`src/rtl/blink_pkg.sv`:
```
// Shared definitions for the LED blink scheduler.
//   - Default widths for the step-period counter, pattern length and repeat count.
//   - Scheduler state encoding.
package blink_pkg;

    localparam int unsigned DIV_W = 24;
    localparam int unsigned PAT_W = 8;
    localparam int unsigned REP_W = 8;

    typedef enum logic {
        ST_IDLE = 1'b0,
        ST_RUN  = 1'b1
    } state_e;

endpackage

```
`src/rtl/tick_gen.sv`:
```
// Synchronous step divider: a single-clock clock-enable source.
// Ports:
//   clk_i      - sole clock
//   rst_i      - asynchronous active-high reset
//   en_i       - count while high
//   clr_i      - synchronous clear of the count (wins over en_i)
//   period_i   - step length minus 1, in clk_i cycles
//   tick_o     - combinational; high while enabled and the count equals period_i
module tick_gen
    import blink_pkg::*;
#(
    parameter int unsigned DIV_W = blink_pkg::DIV_W
) (
    input  logic             clk_i,
    input  logic             rst_i,
    input  logic             en_i,
    input  logic             clr_i,
    input  logic [DIV_W-1:0] period_i,
    output logic             tick_o
);

    logic [DIV_W-1:0] cnt_q, cnt_d;

    assign tick_o = en_i && (cnt_q == period_i);

    always_comb begin
        cnt_d = cnt_q;
        if (clr_i) begin
            cnt_d = '0;
        end else if (en_i) begin
            // Wrap on the boundary so each step lasts period_i + 1 cycles.
            cnt_d = tick_o ? '0 : cnt_q + 1'b1;
        end
    end

    always_ff @(posedge clk_i or posedge rst_i) begin
        if (rst_i) begin
            cnt_q <= '0;
        end else begin
            cnt_q <= cnt_d;
        end
    end

endmodule

```
`src/rtl/led_blink_sched.sv`:
```
// Programmable LED blink scheduler. A config handshake loads step period, pattern and
// repeat count; the pattern is then played onto the LED one bit per step.
// Ports:
//   clk_i, rst_i          - clock, asynchronous active-high reset
//   cfg_valid_i/ready_o   - config handshake (ready only while idle)
//   cfg_period_i          - step length minus 1, in clk_i cycles
//   cfg_pattern_i         - bit i drives the LED during step i
//   cfg_repeat_i          - number of pattern passes, 0 = run until stopped
//   stop_i                - abort a running sequence
//   led_o, tick_o         - registered LED drive, registered step-boundary pulse
//   busy_o, done_o        - registered running flag, registered end-of-sequence pulse
module led_blink_sched
    import blink_pkg::*;
#(
    parameter int unsigned DIV_W = blink_pkg::DIV_W,
    parameter int unsigned PAT_W = blink_pkg::PAT_W,
    parameter int unsigned REP_W = blink_pkg::REP_W
) (
    input  logic             clk_i,
    input  logic             rst_i,
    input  logic             cfg_valid_i,
    output logic             cfg_ready_o,
    input  logic [DIV_W-1:0] cfg_period_i,
    input  logic [PAT_W-1:0] cfg_pattern_i,
    input  logic [REP_W-1:0] cfg_repeat_i,
    input  logic             stop_i,
    output logic             led_o,
    output logic             tick_o,
    output logic             busy_o,
    output logic             done_o
);

    localparam int unsigned IDX_W = (PAT_W > 1) ? $clog2(PAT_W) : 1;
    localparam logic [IDX_W-1:0] LAST_IDX = IDX_W'(PAT_W - 1);

    state_e             state_q;
    logic [DIV_W-1:0]   period_q;
    logic [PAT_W-1:0]   pattern_q;
    logic [REP_W-1:0]   repeat_q;
    logic [IDX_W-1:0]   bit_idx_q;
    logic [REP_W-1:0]   pass_cnt_q;
    logic               led_q, tick_q, busy_q, done_q;

    logic               step_tick;
    logic               accept;
    logic               abort;
    logic [IDX_W-1:0]   idx_nxt;

    assign accept  = (state_q == ST_IDLE) && cfg_valid_i;
    assign abort   = (state_q == ST_RUN) && stop_i;
    assign idx_nxt = bit_idx_q + 1'b1;

    tick_gen #(
        .DIV_W (DIV_W)
    ) u_tick_gen (
        .clk_i    (clk_i),
        .rst_i    (rst_i),
        .en_i     (state_q == ST_RUN),
        .clr_i    (accept || abort),
        .period_i (period_q),
        .tick_o   (step_tick)
    );

    always_ff @(posedge clk_i or posedge rst_i) begin
        if (rst_i) begin
            state_q    <= ST_IDLE;
            period_q   <= '0;
            pattern_q  <= '0;
            repeat_q   <= '0;
            bit_idx_q  <= '0;
            pass_cnt_q <= '0;
            led_q      <= 1'b0;
            tick_q     <= 1'b0;
            busy_q     <= 1'b0;
            done_q     <= 1'b0;
        end else begin
            tick_q <= 1'b0;
            done_q <= 1'b0;
            case (state_q)
                ST_IDLE: begin
                    if (cfg_valid_i) begin
                        period_q   <= cfg_period_i;
                        pattern_q  <= cfg_pattern_i;
                        repeat_q   <= cfg_repeat_i;
                        bit_idx_q  <= '0;
                        pass_cnt_q <= '0;
                        led_q      <= cfg_pattern_i[0];
                        busy_q     <= 1'b1;
                        state_q    <= ST_RUN;
                    end
                end
                ST_RUN: begin
                    // stop wins over a coincident step boundary: no tick on abort.
                    if (stop_i) begin
                        led_q   <= 1'b0;
                        busy_q  <= 1'b0;
                        done_q  <= 1'b1;
                        state_q <= ST_IDLE;
                    end else if (step_tick) begin
                        tick_q <= 1'b1;
                        if (bit_idx_q != LAST_IDX) begin
                            bit_idx_q <= idx_nxt;
                            led_q     <= pattern_q[idx_nxt];
                        end else if ((repeat_q == '0) || (pass_cnt_q != repeat_q - 1'b1)) begin
                            bit_idx_q <= '0;
                            led_q     <= pattern_q[0];
                            // Endless mode leaves pass_cnt alone so it never wraps.
                            if (repeat_q != '0) begin
                                pass_cnt_q <= pass_cnt_q + 1'b1;
                            end
                        end else begin
                            led_q   <= 1'b0;
                            busy_q  <= 1'b0;
                            done_q  <= 1'b1;
                            state_q <= ST_IDLE;
                        end
                    end
                end
            endcase
        end
    end

    assign cfg_ready_o = (state_q == ST_IDLE);
    assign led_o       = led_q;
    assign tick_o      = tick_q;
    assign busy_o      = busy_q;
    assign done_o      = done_q;

endmodule

```
`config.mk`:
```
export PLATFORM = sky130hd
export DESIGN_NAME = led_blink_sched
export DESIGN_NICKNAME = d
export VERILOG_FILES = /design/src/rtl/blink_pkg.sv /design/src/rtl/tick_gen.sv /design/src/rtl/led_blink_sched.sv
export SDC_FILE = /design/constraint.sdc
export NUM_CORES = 1
export LEC_CHECK = 0
export BUFFER_PORTS_ARGS = -buffer_cell sky130_fd_sc_hd__clkbuf_2
export CAP_MARGIN = 10
export CORE_ASPECT_RATIO = 0.9
export CORE_MARGIN = 4
export CORE_UTILIZATION = 63
export CTS_CLUSTER_SIZE = 12
export DETAILED_ROUTE_END_ITERATION = 10
export PLACE_DENSITY = 0.85
export SETUP_SLACK_MARGIN = 0.02
export SLEW_MARGIN = 20
export SYNTH_ARGS = -nofsm -noshare
export SYNTH_HDL_FRONTEND = slang
export SYNTH_HIERARCHICAL = 1
export SYNTH_SLANG_ARGS = --single-unit
```
`constraint.sdc`:
```
create_clock -name clk_i -period 6.95 [get_ports clk_i]
set_input_delay 1.0425 -clock clk_i [delete_from_list [all_inputs] [get_ports clk_i]]
set_output_delay 1.0425 -clock clk_i [all_outputs]
set_load 0.02 [all_outputs]
```
---- After elaboration in Yosys (flattened, before gate mapping) ----
Cells that the tools add are included.
operators by class
  multiplexer cells ....................... 44
  reductions and logical operators ........ 13
  eq/ne operators ......................... 13
  bitwise operators ....................... 1
  magnitude comparators ................... 1
  add/subtract/negate cells ............... 4
operators with widths
  cell                                                         number
  two-way mux 24 bit                                           3
  two-way mux 8 bit                                            6
  adder 24 x 1 -> 24 bit (second input constant)               1
  equality test 24 bit                                         1
  two-way mux 1 bit                                            24
  case mux 8 bit (2 select lines)                              1
  two-way mux 3 bit                                            5
  != test 3 bit (second input constant)                        3
  adder 8 x 1 -> 8 bit (second input constant)                 1
  zero test 8 bit                                              1
  != test 8 bit                                                1
  AND reduction 4 bit                                          2
  nonzero test 8 bit                                           1
  subtractor 8 x 1 -> 8 bit (second input constant)            1
  != test 2 x 1 -> 1 bit (second input constant)               3
  != test 2 bit (second input constant)                        3
  case mux 1 bit (2 select lines)                              3
  case mux 3 bit (2 select lines)                              1
  AND reduction 6 bit                                          1
  less-than comparator 3 x 4 -> 1 bit (second input constant)  1
  AND reduction 2 bit                                          2
  adder 3 x 1 -> 3 bit (second input constant)                 1
  binary-select mux 1 bit (select 3 bit)                       1
  logical AND 1 bit                                            3
  5 further kinds                                              6
word-level totals
  bits in registers ....................... 80
  output and inout port bits .............. 5
  word-level logic and storage cells ...... 87

---- Logic depth before layout (Yosys ltp) ----
  depth in word-level cells ............... 8
  mapped depth ............................ 12
  mapped depth without buffers ............ 10

---- Modules after synthesis ----
The synthesis kept the hierarchy.
modules (own cells, without submodules)
  module           instances  seq. area each (um^2)  area an instance (um^2)  cells an instance
  led_blink_sched  1          1401.3                 2657.5                   292
  tick_gen         1          600.6                  1621.6                   182

---- Least setup slack after synthesis ----
Ideal clock, no wire load.
  path kind ............................... input port to flip-flop
  start ................................... in cfg_valid_i
  end ..................................... reg u_tick_gen.cnt_q[18]
  slack ................................... 4.175 ns
  arrival ................................. 2.706 ns
  buffers on the path ..................... 3
  stages .................................. 9
  cells stage by stage .................... nand2_1 -> clkbuf_1 -> clkbuf_1 -> nand2_1 -> nor2b_1 -> o21ai_4 -> buf_6 -> or3_1 -> nand3_1
on the way
  word-level cells in the longest chain between the ends .. 3
ends and longest elaborated chain
  what                                                             RTL line               text
  start: declaration                                               led_blink_sched.sv:21  input logic cfg_valid_i,
  logical AND 1 bit *                                              led_blink_sched.sv:49  assign accept = (state_q == ST_IDLE) && cfg_valid_i;
  logical OR 1 bit *                                               led_blink_sched.sv:59  .clr_i (accept || abort),
  two-way mux 24 bit / nonzero test 2 bit (equally long branches)  --
  end signal: assignment                                           tick_gen.sv:40         cnt_q <= cnt_d;
  end: declaration                                                 tick_gen.sv:22         logic [DIV_W-1:0] cnt_q, cnt_d;
Mark *: on every way between the ends. The rest lies on a longest branch, timed or not.
A chain may end at the register's enable or synchronous reset.

==> impl_metrics.json <==
{
  "status": "finished, final reports clean",
  "synth_area_leaders": "dfrtp_1, nand2_1, xnor2_1, xor2_1, nand3_1",
  "gp_congestion": 0.834,
  "synth_nets": 523,
  "clock-sinks": 80,
  "die_area_um2": 8180,
  "clkSlewWorstSetupHoldPaths_ns": 0.09,
  "max-cap-violations": 0,
  "antenna_cells": 0,
  "ys_ff_latch": 80,
  "rsz0062_at_grt": "false",
  "crit_path_start_kind": "flop",
  "fillCellCount": 529,
  "whs_ns": 0.492,
  "core_area_um2": 6590,
  "antenna_found_initial": 0,
  "setup-tns-final_ns": 0,
  "ir_worst_vdd_mv": 0.172,
  "period_needed_ns": 3.30,
  "cts_max_level": 3,
  "fin_nets": 566,
  "reg2regPathDepth": 11,
  "worstHoldStart": "pattern_q[2]$_DFFE_PP0P_",
  "hold_violations": 0,
  "crit_type": "reg -> reg",
  "grt_util_met1_pct": 33.4,
  "drt-vias-per-instance": 5.79,
  "setup_violations": 0,
  "met3_usage_pct": 6.77,
  "grt_pass1_wl_um": 16100,
  "yosysTopAreaCell": "dfrtp_1",
  "synth_flop_cell": "dfrtp_1",
  "cts_buffers": 9,
  "area_delta_synth_final_pct": 10.6,
  "rrSetupSlack_ns": 3.65,
  "io_pins": 49,
  "cts-root-buf": "clkbuf_8",
  "drive_gt1_share_pct": 17.0,
  "synth_cell_types": 51,
  "start_util_pct": 65.0,
  "layout_commonest_cell": "nand2_1",
  "firstDrtPassIters": 5,
  "tightest_slew_ns": 1.01,
  "cp_max_fo": 23,
  "totalPowerFinal_mw": 1.14,
  "avgSynthCellArea_um2": 9.03,
  "busiest_layer": "met2",
  "seq_area_frac_synth_pct": 46.8,
  "r2r-end": "period_q[4]$_DFFE_PP0P_",
  "drc": 0,
  "die_h_um": 86.2,
  "syn_inst": 474,
  "period_share_pct": 47.5,
  "arrival_ns": 3.60,
  "drt_iter0_drc": 196,
  "p_leak_nw": 2.25,
  "mostFrequentLayoutCells": "nand2_1, dfrtp_1, clkbuf_2",
  "wl_per_cell_um": 15.4,
  "p_per_area_nw_per_um2": 242,
  "cts_resized": 0,
  "min-delay-path-class": "reg -> reg",
  "crit_required_ns": 7.25,
  "holdBufCountCts": 0,
  "slowest_stage": "nor2_2",
  "cts_setup_buffers": 0,
  "vias": 3546,
  "grt_pass1_vias": 3507,
  "rows": 28,
  "cp_cell_sequence": "xnor2_1 -> nand4_1 -> or4_4 -> nor2_1 -> inv_1 -> nor2_1 -> a21oi_1 -> nor2_2 -> buf_4 -> nand2_1 -> nand2_1",
  "skew_ns": 0.00977,
  "drt-total-wl_um": 9440,
  "clk_path_buf_depth": 2,
  "grt_remaining_overflow": 0,
  "slowest_delay_ns": 0.63,
  "whs_endpoint": "pattern_q[2]$_DFFE_PP0P_",
  "whs_path_depth": 2,
  "synth_edf_count": 0,
  "timing.slew.headroom_pct": 32.3,
  "cp-end-kind": "flop",
  "slew_viol_final": 0,
  "met2_usage_pct": 41.3,
  "grt_usage_pct": 25.2,
  "synth_top_area_share_pct": 46.8,
  "utilization_pct": 71.8,
  "cts_tree": "built",
  "place_hpwl_um": 6680,
  "reg2reg_from": "u_tick_gen/cnt_q[0]$_DFFE_PP0P_",
  "netlist_area_um2": 4280,
  "die_w_um": 94.9,
  "grt_max_degree": 57,
  "insertion_delay_ns": 0.36,
  "synth_warnings": 6,
  "portBuffers": 48,
  "ant_nets": 0,
  "synthArstFlopShare_pct": 100,
  "fmax_ghz": 0.303
}
## flip-flops by register name, summed over array words and instances, names as in the netlist
register	count
done_o	1
u_tick_gen/cnt_q	24
tick_o	1
pattern_q	8
led_o	1
state_q	1
pass_cnt_q	8
busy_o	1
bit_idx_q	3
period_q	24
repeat_q	8
## routing by layer
metal  vias to the layer above  routed length [µm]  part of all wire [%]
li1                       1709                   -                     -
met1                      1687                4100                    43
met2                       133                4500                    48
met3                        17                 684                   7.2
met4                         0                 150                   1.6
met5                         -                   0                     0
## layout make-up
| class | count | area, µm² | area share (%) |
|---|---|---|---|
| Tap cell | 90 | 113 | 2.38 |
| Inverter | 16 | 60.1 | 1.27 |
| Clock buffer | 10 | 138 | 2.91 |
| Clock inverter | 6 | 55.1 | 1.16 |
| Timing Repair Buffer | 52 | 270 | 5.71 |
| Sequential cell | 80 | 2000 | 42.3 |
| Multi-Input combinational cell | 358 | 2090 | 44.3 |
## metrics by stage
| stage | cell area (µm²) | setup slack, ns | std cells |
|---|---|---|---|
| 2_1_floorplan | 4280 | 4.18 | 474 |
| 3_3_place_gp | 4540 | 3.80 | 596 |
| 3_5_place_dp | 4540 | 3.70 | 596 |
| 4_1_cts | 4730 | 3.65 | 612 |
| 5_1_grt | 4730 | 3.30 | 612 |
| 6_report | 4730 | 3.65 | 612 |
## cells in the mapped netlist (5+ instances only)
library cell	instances
nor3_1	5
nand4_1	9
and3_1	6
or3_1	13
nand3_1	23
inv_1	16
buf_6	6
ha_1	5
nor2_1	11
mux2i_1	7
clkbuf_1	12
o311ai_1	7
nand2_1	148
a21oi_1	14
xnor2_1	17
dfrtp_1	80
xor2_1	17
o21ai_0	14
## cell families after synthesis
family	count (synthesis)	share of synthesized area (%)
and+or+nand+nor	243	27.0
DFF	80	46.8
AOI/OAI and AO/OA	66	10.4
buffers and inverters	36	4.33
xor gates and xnor gates	35	7.34
muxes	9	2.69
adders and majority gates	5	1.46
## power breakdown
part           switching [mW]  internal, mW  total [mW]
sequential             0.0548         0.519       0.574
combinational           0.137        0.0951       0.232
clock                   0.189         0.149       0.337
total                   0.380         0.763        1.14
## critical path: cells and delay by family (launching register included)
family	cells	cell delay, ns
buffers and inverters	2	0.47
XOR/XNOR	1	0.25
flip-flops	1	0.45
AO/OA/AOI/OAI	1	0.16
AND/OR/NAND/NOR	7	1.88
## worst max path at each step
stage	from	end	slack, ns	depth (start not counted)
CTS	u_tick_gen/cnt_q[0]$_DFFE_PP0P_	period_q[4]$_DFFE_PP0P_	3.65	11
detailed placement	u_tick_gen/cnt_q[0]$_DFFE_PP0P_	period_q[4]$_DFFE_PP0P_	3.70	11
global route	u_tick_gen/cnt_q[0]$_DFFE_PP0P_	period_q[4]$_DFFE_PP0P_	3.30	11
finish	u_tick_gen/cnt_q[0]$_DFFE_PP0P_	period_q[4]$_DFFE_PP0P_	3.65	11
global placement	u_tick_gen/cnt_q[0]$_DFFE_PP0P_	repeat_q[6]$_DFFE_PP0P_	3.80	11
floorplan	cfg_valid_i	u_tick_gen/cnt_q[18]$_DFFE_PP0P_	4.18	9
(Power assumes the default switching activity.)
